File: src/rtl/boot_sram_if.sv
// Access port bundle for boot_sram: req/ready handshake with registered read data.
interface boot_sram_if #(
   parameter int unsigned DATA_W = 8,
   parameter int unsigned ADDR_W = 8
);
   logic              req;
   logic              we;
   logic [ADDR_W-1:0] addr;
   logic [DATA_W-1:0] wdata;
   logic              ready;
   logic [DATA_W-1:0] rdata;
   logic              rvalid;
   logic              init_done;

   modport master (output req, we, addr, wdata, input ready, rdata, rvalid, init_done);
   modport slave  (input req, we, addr, wdata, output ready, rdata, rvalid, init_done);
endinterface

File: src/rtl/boot_sram.sv
// Single-port synchronous RAM that zero-fills itself after reset, optionally loads
// the built-in boot program, then serves req/ready accesses with a 1-cycle read.
module boot_sram #(
   parameter int unsigned DATA_W    = 8,
   parameter int unsigned ADDR_W    = 8,
   parameter bit          BOOT_EN   = 1'b1,
   parameter int unsigned BOOT_BASE = 2
) (
   input logic        clk,
   input logic        reset,
   boot_sram_if.slave bus
);
   localparam int unsigned DEPTH    = 2**ADDR_W;
   localparam int unsigned BOOT_LEN = 9;

   typedef enum logic [1:0] {S_CLEAR, S_LOAD, S_IDLE} state_t;

   state_t            r_state, w_state_nxt;
   logic [ADDR_W-1:0] r_ptr, w_ptr_nxt;
   logic              r_ready, w_ready_nxt;
   logic              r_init_done, w_init_done_nxt;
   logic              r_rvalid, w_rvalid_nxt;
   logic [DATA_W-1:0] r_rdata;
   logic [DATA_W-1:0] r_mem [DEPTH];

   logic              w_mem_we;
   logic              w_mem_re;
   logic [ADDR_W-1:0] w_mem_addr;
   logic [DATA_W-1:0] w_mem_wdata;

   function automatic logic [7:0] boot_byte(input logic [3:0] idx);
      case (idx)
         4'd0:    boot_byte = 8'h80;
         4'd1:    boot_byte = 8'h01;
         4'd2:    boot_byte = 8'h81;
         4'd3:    boot_byte = 8'h01;
         4'd4:    boot_byte = 8'h82;
         4'd5:    boot_byte = 8'h08;
         4'd6:    boot_byte = 8'h41;
         4'd7:    boot_byte = 8'h44;
         4'd8:    boot_byte = 8'h92;
         default: boot_byte = 8'h00;
      endcase
   endfunction

   // State register plus control flags that must clear on reset
   always_ff @(posedge clk or posedge reset) begin
      if (reset) begin
         r_state     <= S_CLEAR;
         r_ptr       <= '0;
         r_ready     <= 1'b0;
         r_init_done <= 1'b0;
         r_rvalid    <= 1'b0;
      end else begin
         r_state     <= w_state_nxt;
         r_ptr       <= w_ptr_nxt;
         r_ready     <= w_ready_nxt;
         r_init_done <= w_init_done_nxt;
         r_rvalid    <= w_rvalid_nxt;
      end
   end

   // Next state and the single memory port shared by init and user accesses
   always_comb begin
      w_state_nxt  = r_state;
      w_ptr_nxt    = r_ptr;
      w_rvalid_nxt = 1'b0;
      w_mem_we     = 1'b0;
      w_mem_re     = 1'b0;
      w_mem_addr   = r_ptr;
      w_mem_wdata  = '0;
      case (r_state)
         S_CLEAR: begin
            w_mem_we = 1'b1;
            if (r_ptr == ADDR_W'(DEPTH - 1)) begin
               w_ptr_nxt   = '0;
               w_state_nxt = BOOT_EN ? S_LOAD : S_IDLE;
            end else begin
               w_ptr_nxt = r_ptr + ADDR_W'(1);
            end
         end
         S_LOAD: begin
            w_mem_we    = 1'b1;
            w_mem_addr  = ADDR_W'(BOOT_BASE) + r_ptr;
            w_mem_wdata = DATA_W'(boot_byte(4'(r_ptr)));
            if (r_ptr == ADDR_W'(BOOT_LEN - 1)) begin
               w_ptr_nxt   = '0;
               w_state_nxt = S_IDLE;
            end else begin
               w_ptr_nxt = r_ptr + ADDR_W'(1);
            end
         end
         S_IDLE: begin
            if (bus.req) begin
               // Anything other than a definite 1 on we falls through to a read
               if (bus.we) begin
                  w_mem_we    = 1'b1;
                  w_mem_addr  = bus.addr;
                  w_mem_wdata = bus.wdata;
               end else begin
                  w_mem_re     = 1'b1;
                  w_rvalid_nxt = 1'b1;
               end
            end
         end
         default: w_state_nxt = S_CLEAR;
      endcase
      w_ready_nxt     = (w_state_nxt == S_IDLE);
      w_init_done_nxt = r_init_done | w_ready_nxt;
   end

   // Storage array is never reset; the init sequence rewrites every word
   always_ff @(posedge clk) begin
      if (w_mem_we) r_mem[w_mem_addr] <= w_mem_wdata;
   end

   always_ff @(posedge clk or posedge reset) begin
      if (reset)         r_rdata <= '0;
      else if (w_mem_re) r_rdata <= r_mem[bus.addr];
   end

   assign bus.ready     = r_ready;
   assign bus.init_done = r_init_done;
   assign bus.rvalid    = r_rvalid;
   assign bus.rdata     = r_rdata;
endmodule

File: src/flat_wrapper.sv
// flat-port wrapper written by rule: the top's interface ports become plain ports
module boot_sram_flat 
#(
   parameter int unsigned DATA_W    = 8,
   parameter int unsigned ADDR_W    = 8,
   parameter bit          BOOT_EN   = 1'b1,
   parameter int unsigned BOOT_BASE = 2
)
  (clk, reset, bus_req, bus_we, bus_addr, bus_wdata, bus_ready, bus_rdata, bus_rvalid, bus_init_done);
  boot_sram_if #(.DATA_W(DATA_W), .ADDR_W(ADDR_W)) bus_i ();
  input logic clk;
  input logic reset;
  input wire logic [$bits(bus_i.req)-1:0] bus_req;
  input wire logic [$bits(bus_i.we)-1:0] bus_we;
  input wire logic [$bits(bus_i.addr)-1:0] bus_addr;
  input wire logic [$bits(bus_i.wdata)-1:0] bus_wdata;
  output wire logic [$bits(bus_i.ready)-1:0] bus_ready;
  output wire logic [$bits(bus_i.rdata)-1:0] bus_rdata;
  output wire logic [$bits(bus_i.rvalid)-1:0] bus_rvalid;
  output wire logic [$bits(bus_i.init_done)-1:0] bus_init_done;
  assign bus_i.req = bus_req;
  assign bus_i.we = bus_we;
  assign bus_i.addr = bus_addr;
  assign bus_i.wdata = bus_wdata;
  assign bus_ready = bus_i.ready;
  assign bus_rdata = bus_i.rdata;
  assign bus_rvalid = bus_i.rvalid;
  assign bus_init_done = bus_i.init_done;
  boot_sram #(.DATA_W(DATA_W), .ADDR_W(ADDR_W), .BOOT_EN(BOOT_EN), .BOOT_BASE(BOOT_BASE)) u_core (.clk(clk), .reset(reset), .bus(bus_i));
endmodule
File: config.mk
export PLATFORM = sky130hd
export DESIGN_NAME = boot_sram_flat
export DESIGN_NICKNAME = d
export VERILOG_FILES = /design/src/rtl/boot_sram_if.sv /design/src/rtl/boot_sram.sv /design/src/flat_wrapper.sv
export SDC_FILE = /design/constraint.sdc
export NUM_CORES = 2
export LEC_CHECK = 0
export BUFFER_PORTS_ARGS = -buffer_cell sky130_fd_sc_hd__buf_2
export CAP_MARGIN = 20
export CORE_MARGIN = 3
export CORE_UTILIZATION = 65
export CTS_BUF_LIST = sky130_fd_sc_hd__clkbuf_4 sky130_fd_sc_hd__clkbuf_8
export CTS_CLUSTER_SIZE = 10
export DETAILED_ROUTE_END_ITERATION = 10
export PLACE_DENSITY = 0.86
export SYNTH_ARGS = -nofsm -noshare
export SYNTH_HDL_FRONTEND = slang
export SYNTH_SLANG_ARGS = --single-unit
File: constraint.sdc
create_clock -name clk -period 28.4 [get_ports clk]
set_clock_uncertainty 0.05 [all_clocks]
set_input_delay 0 -clock clk [delete_from_list [all_inputs] [get_ports clk]]
set_output_delay 0 -clock clk [all_outputs]
set_load 0.02 [all_outputs]
==> reports/metrics.yaml <==
sta:
  drv_slew: 0
  hold_viol_final: 0
  final.setup.worst_slack_ps: 22510
  period_share: 0.207
  timing.final.crit_period_ps: 5890
  setup_tns_ps: 0
  rsz0062_at_grt: "false"
  fmax_mhz: 170
  slew_headroom: 0.119
  setup_viol: 0
  worst_pin_slew_ps: 1320
worst_setup_path:
  cp.required_ps: 28940
  end_kind: "register"
  arrival_ps: 6430
  crit_fanout: 16
  crit_path_start_kind: "register"
  crit_type: "reg -> reg"
synth:
  synth_area_per_cell_um2: 20.1
  netlist_top_cells_count: "2048 x edfxtp_1, 433 x mux4_2, 344 x nor2_1"
  ys_ff_latch: 2069
  synthTopCellsByArea: "edfxtp_1 76%, mux4_2 12%, mux2i_1 2.3%"
  yosys.cell_types.count: 62
  synthFlopType: "edfxtp_1"
  muxShareOfSynthArea: 0.146
  syn-num-nets: 4061
  yosys.area_share.adder: 0.00154
  synth.top_cell.area_share: 0.759
  synthCells: 4031
  yosys.area.top_type: "edfxtp_1"
  synth-edff-count: 2048
  async_flop_share: 0.0101
  synth-compound-area-share: 0.0355
  synth_xor_area_frac: 0.000324
  ys_warn_count: 0
  synth_top_family_by_area: "multiplexers"
  ys_seq_area_frac: 0.766
  yosys.area_share.simple: 0.0344
  synth_most_common_cell: "edfxtp_1"
  syn_area_mm2: 0.0810
route:
  wl_per_cell_um: 36.3
  wirelength_um: 221000
  drtPass1Iterations: 6
  routed-via-count: 45352
  drc_errors: 0
  postRouteAntennaNets: 0
  drt-vias-per-instance: 7.44
  drt_iter0_markers: 8412
clocking:
  cts_setup_buffers: 0
  htreeDepth: 5
  insertion_delay_ps: 1020
  root_buffer: "clkbuf_8"
  cts_buffers: 323
  numClockSinks: 2069
  clk_pin_slew_ps: 70
  cts_tree: "yes"
  clock_path_buffers: 4
grt:
  antenna_found_initial: 12
  grt_pass1_vias: 44846
  grt_max_degree: 245
  grt-ovfl-total: 0
  grt_first_pass_wirelength_um: 315000
  grtUsageTotal: 0.343
floorplanning:
  die_x_um: 359
  num_io_pins: 31
  die_h_um: 359
  rows: 128
  core_mm2: 0.123
  start_util: 0.660
  die_area_mm2: 0.129
pwr:
  fin_total_pwr_mw: 5.88
  vdd_drop_max_uv: 45.1
  powerDensity_mw_per_mm2: 66.1
  p_leak_nw: 23.2
hold_path:
  hold_class: "in -> async"
finish:
  drive_gt1_frac: 0.239
  final-seq-area_mm2: 0.0620
  fillers: 6218
  fin_nets: 4271
  multi_input_area_mm2: 0.0178
  area_delta_synth_final_pct: 9.91
  fin_area_mm2: 0.0890
run:
  maxCapViolCount: 0
placed_design:
  pre_cts_slack_ps: 23040
  dp_hpwl_um: 127000
  placed_area_mm2: 0.0827
  placement.io_buffers: 30
  place.gp.congestion: 0.930
status:
  outcome: "complete, no violations"
power breakdown:
part	internal, mW	switching, mW	leakage (nW)
logic	0.0522	0.118	5.54
registers	3.30	0	14.4
clock network	1.29	1.12	3.21
flip-flops by register name, summed over array words and instances (netlist names):
register              flops
u_core.bus.rdata          8
u_core.r_mem           2048
u_core.bus.ready          1
u_core.r_ptr              8
u_core.bus.init_done      1
u_core.bus.rvalid         1
u_core.r_state            2
worst max-delay path: stages (launching register included):
cell and delay [ps]:
dfrtp_1 410, inv_1 80, ha_1 530, inv_1 430
a21o_1 350, o21ai_0 200, a21boi_0 620, nor2b_1 1030
nand2_1 930, nor2_1 840
per-layer routing:
| layer | track usage | vias up | share of wire |
|---|---|---|---|
| met4 | 0.204 | 10 | 0.072 |
| li1 | - | 17150 | - |
| met3 | 0.134 | 1003 | 0.16 |
| met1 | 0.446 | 22357 | 0.32 |
| met5 | 0 | - | 0.00032 |
| met2 | 0.498 | 4832 | 0.45 |
path summary, 6_finish.rpt:
path                       slack (ps)  depth (start not counted)                      startpoint                         endpoint
max in group asynchronous       27690                          5                           reset  u_core.bus.rdata[7]$_DFFE_PP0P_
hold / removal                    110                          4                           reset       u_core.bus.ready$_DFF_PP0_
hold reg to reg                   430                          1  u_core.bus.init_done$_DFF_PP0_   u_core.bus.init_done$_DFF_PP0_
setup / recovery                22510                          9     u_core.r_state[0]$_DFF_PP0_    u_core.r_mem[25][0]$_DFFE_PP_
min in group clk                  130                          4                    bus_wdata[1]   u_core.r_mem[146][1]$_DFFE_PP_
setup reg to reg                22510                          9     u_core.r_state[0]$_DFF_PP0_    u_core.r_mem[25][0]$_DFFE_PP_
cells by family after synthesis:
logic type,after synthesis
flops,2069
simple gates,646
mux,635
compound gates,411
buf+inv,257
fa+ha+maj,10
xor+xnor,3
layout by cell type (no fill, tap or decap), drive strengths merged, types with 14 or more instances in the layout:
cell         synthesis  routed
a2111oi             19      19
a21oi               55      55
a221oi              28      28
a22o                15      15
a22oi               68      68
and2                17      17
buf                141     105
clkbuf              99     437
clkinv               0      94
dfrtp               21      21
dlygate4sd3          0      20
edfxtp            2048    2048
inv                 17      18
mux2                14      14
mux2i              188     188
mux4               433     433
nand2              124     124
nand3               36      36
nand4               19      19
nor2               344     344
nor2b               15      15
nor3                46      46
o21ai               62      62
o221ai              36      36
o22ai               51      51
area by class of cell:
| type | instances | area share |
|---|---|---|
| Antenna cell | 12 | 0.000337 |
| Timing Repair Buffer | 125 | 0.0121 |
| Tap cell | 1625 | 0.0228 |
| Clock buffer | 437 | 0.0600 |
| Multi-Input combinational cell | 1705 | 0.199 |
| Sequential cell | 2069 | 0.697 |
| Inverter | 17 | 0.000745 |
| Clock inverter | 108 | 0.00791 |
stage by stage:
step,hold WS [ps],utilization,instances
after floorplan,-73.5,-,4031
after global placement,260,0.673,5515
after detailed placement,270,0.673,5516
after CTS,17.4,0.724,6081
after global routing,108,0.725,6088
final,108,0.725,6098
repair_timing:
item,4_1_cts,5_1_grt
gates resized for setup,0,0
hold endpoints to repair,246,0
hold buffers,20,0
No activity file was read; power rests on OpenSTA's default activity.
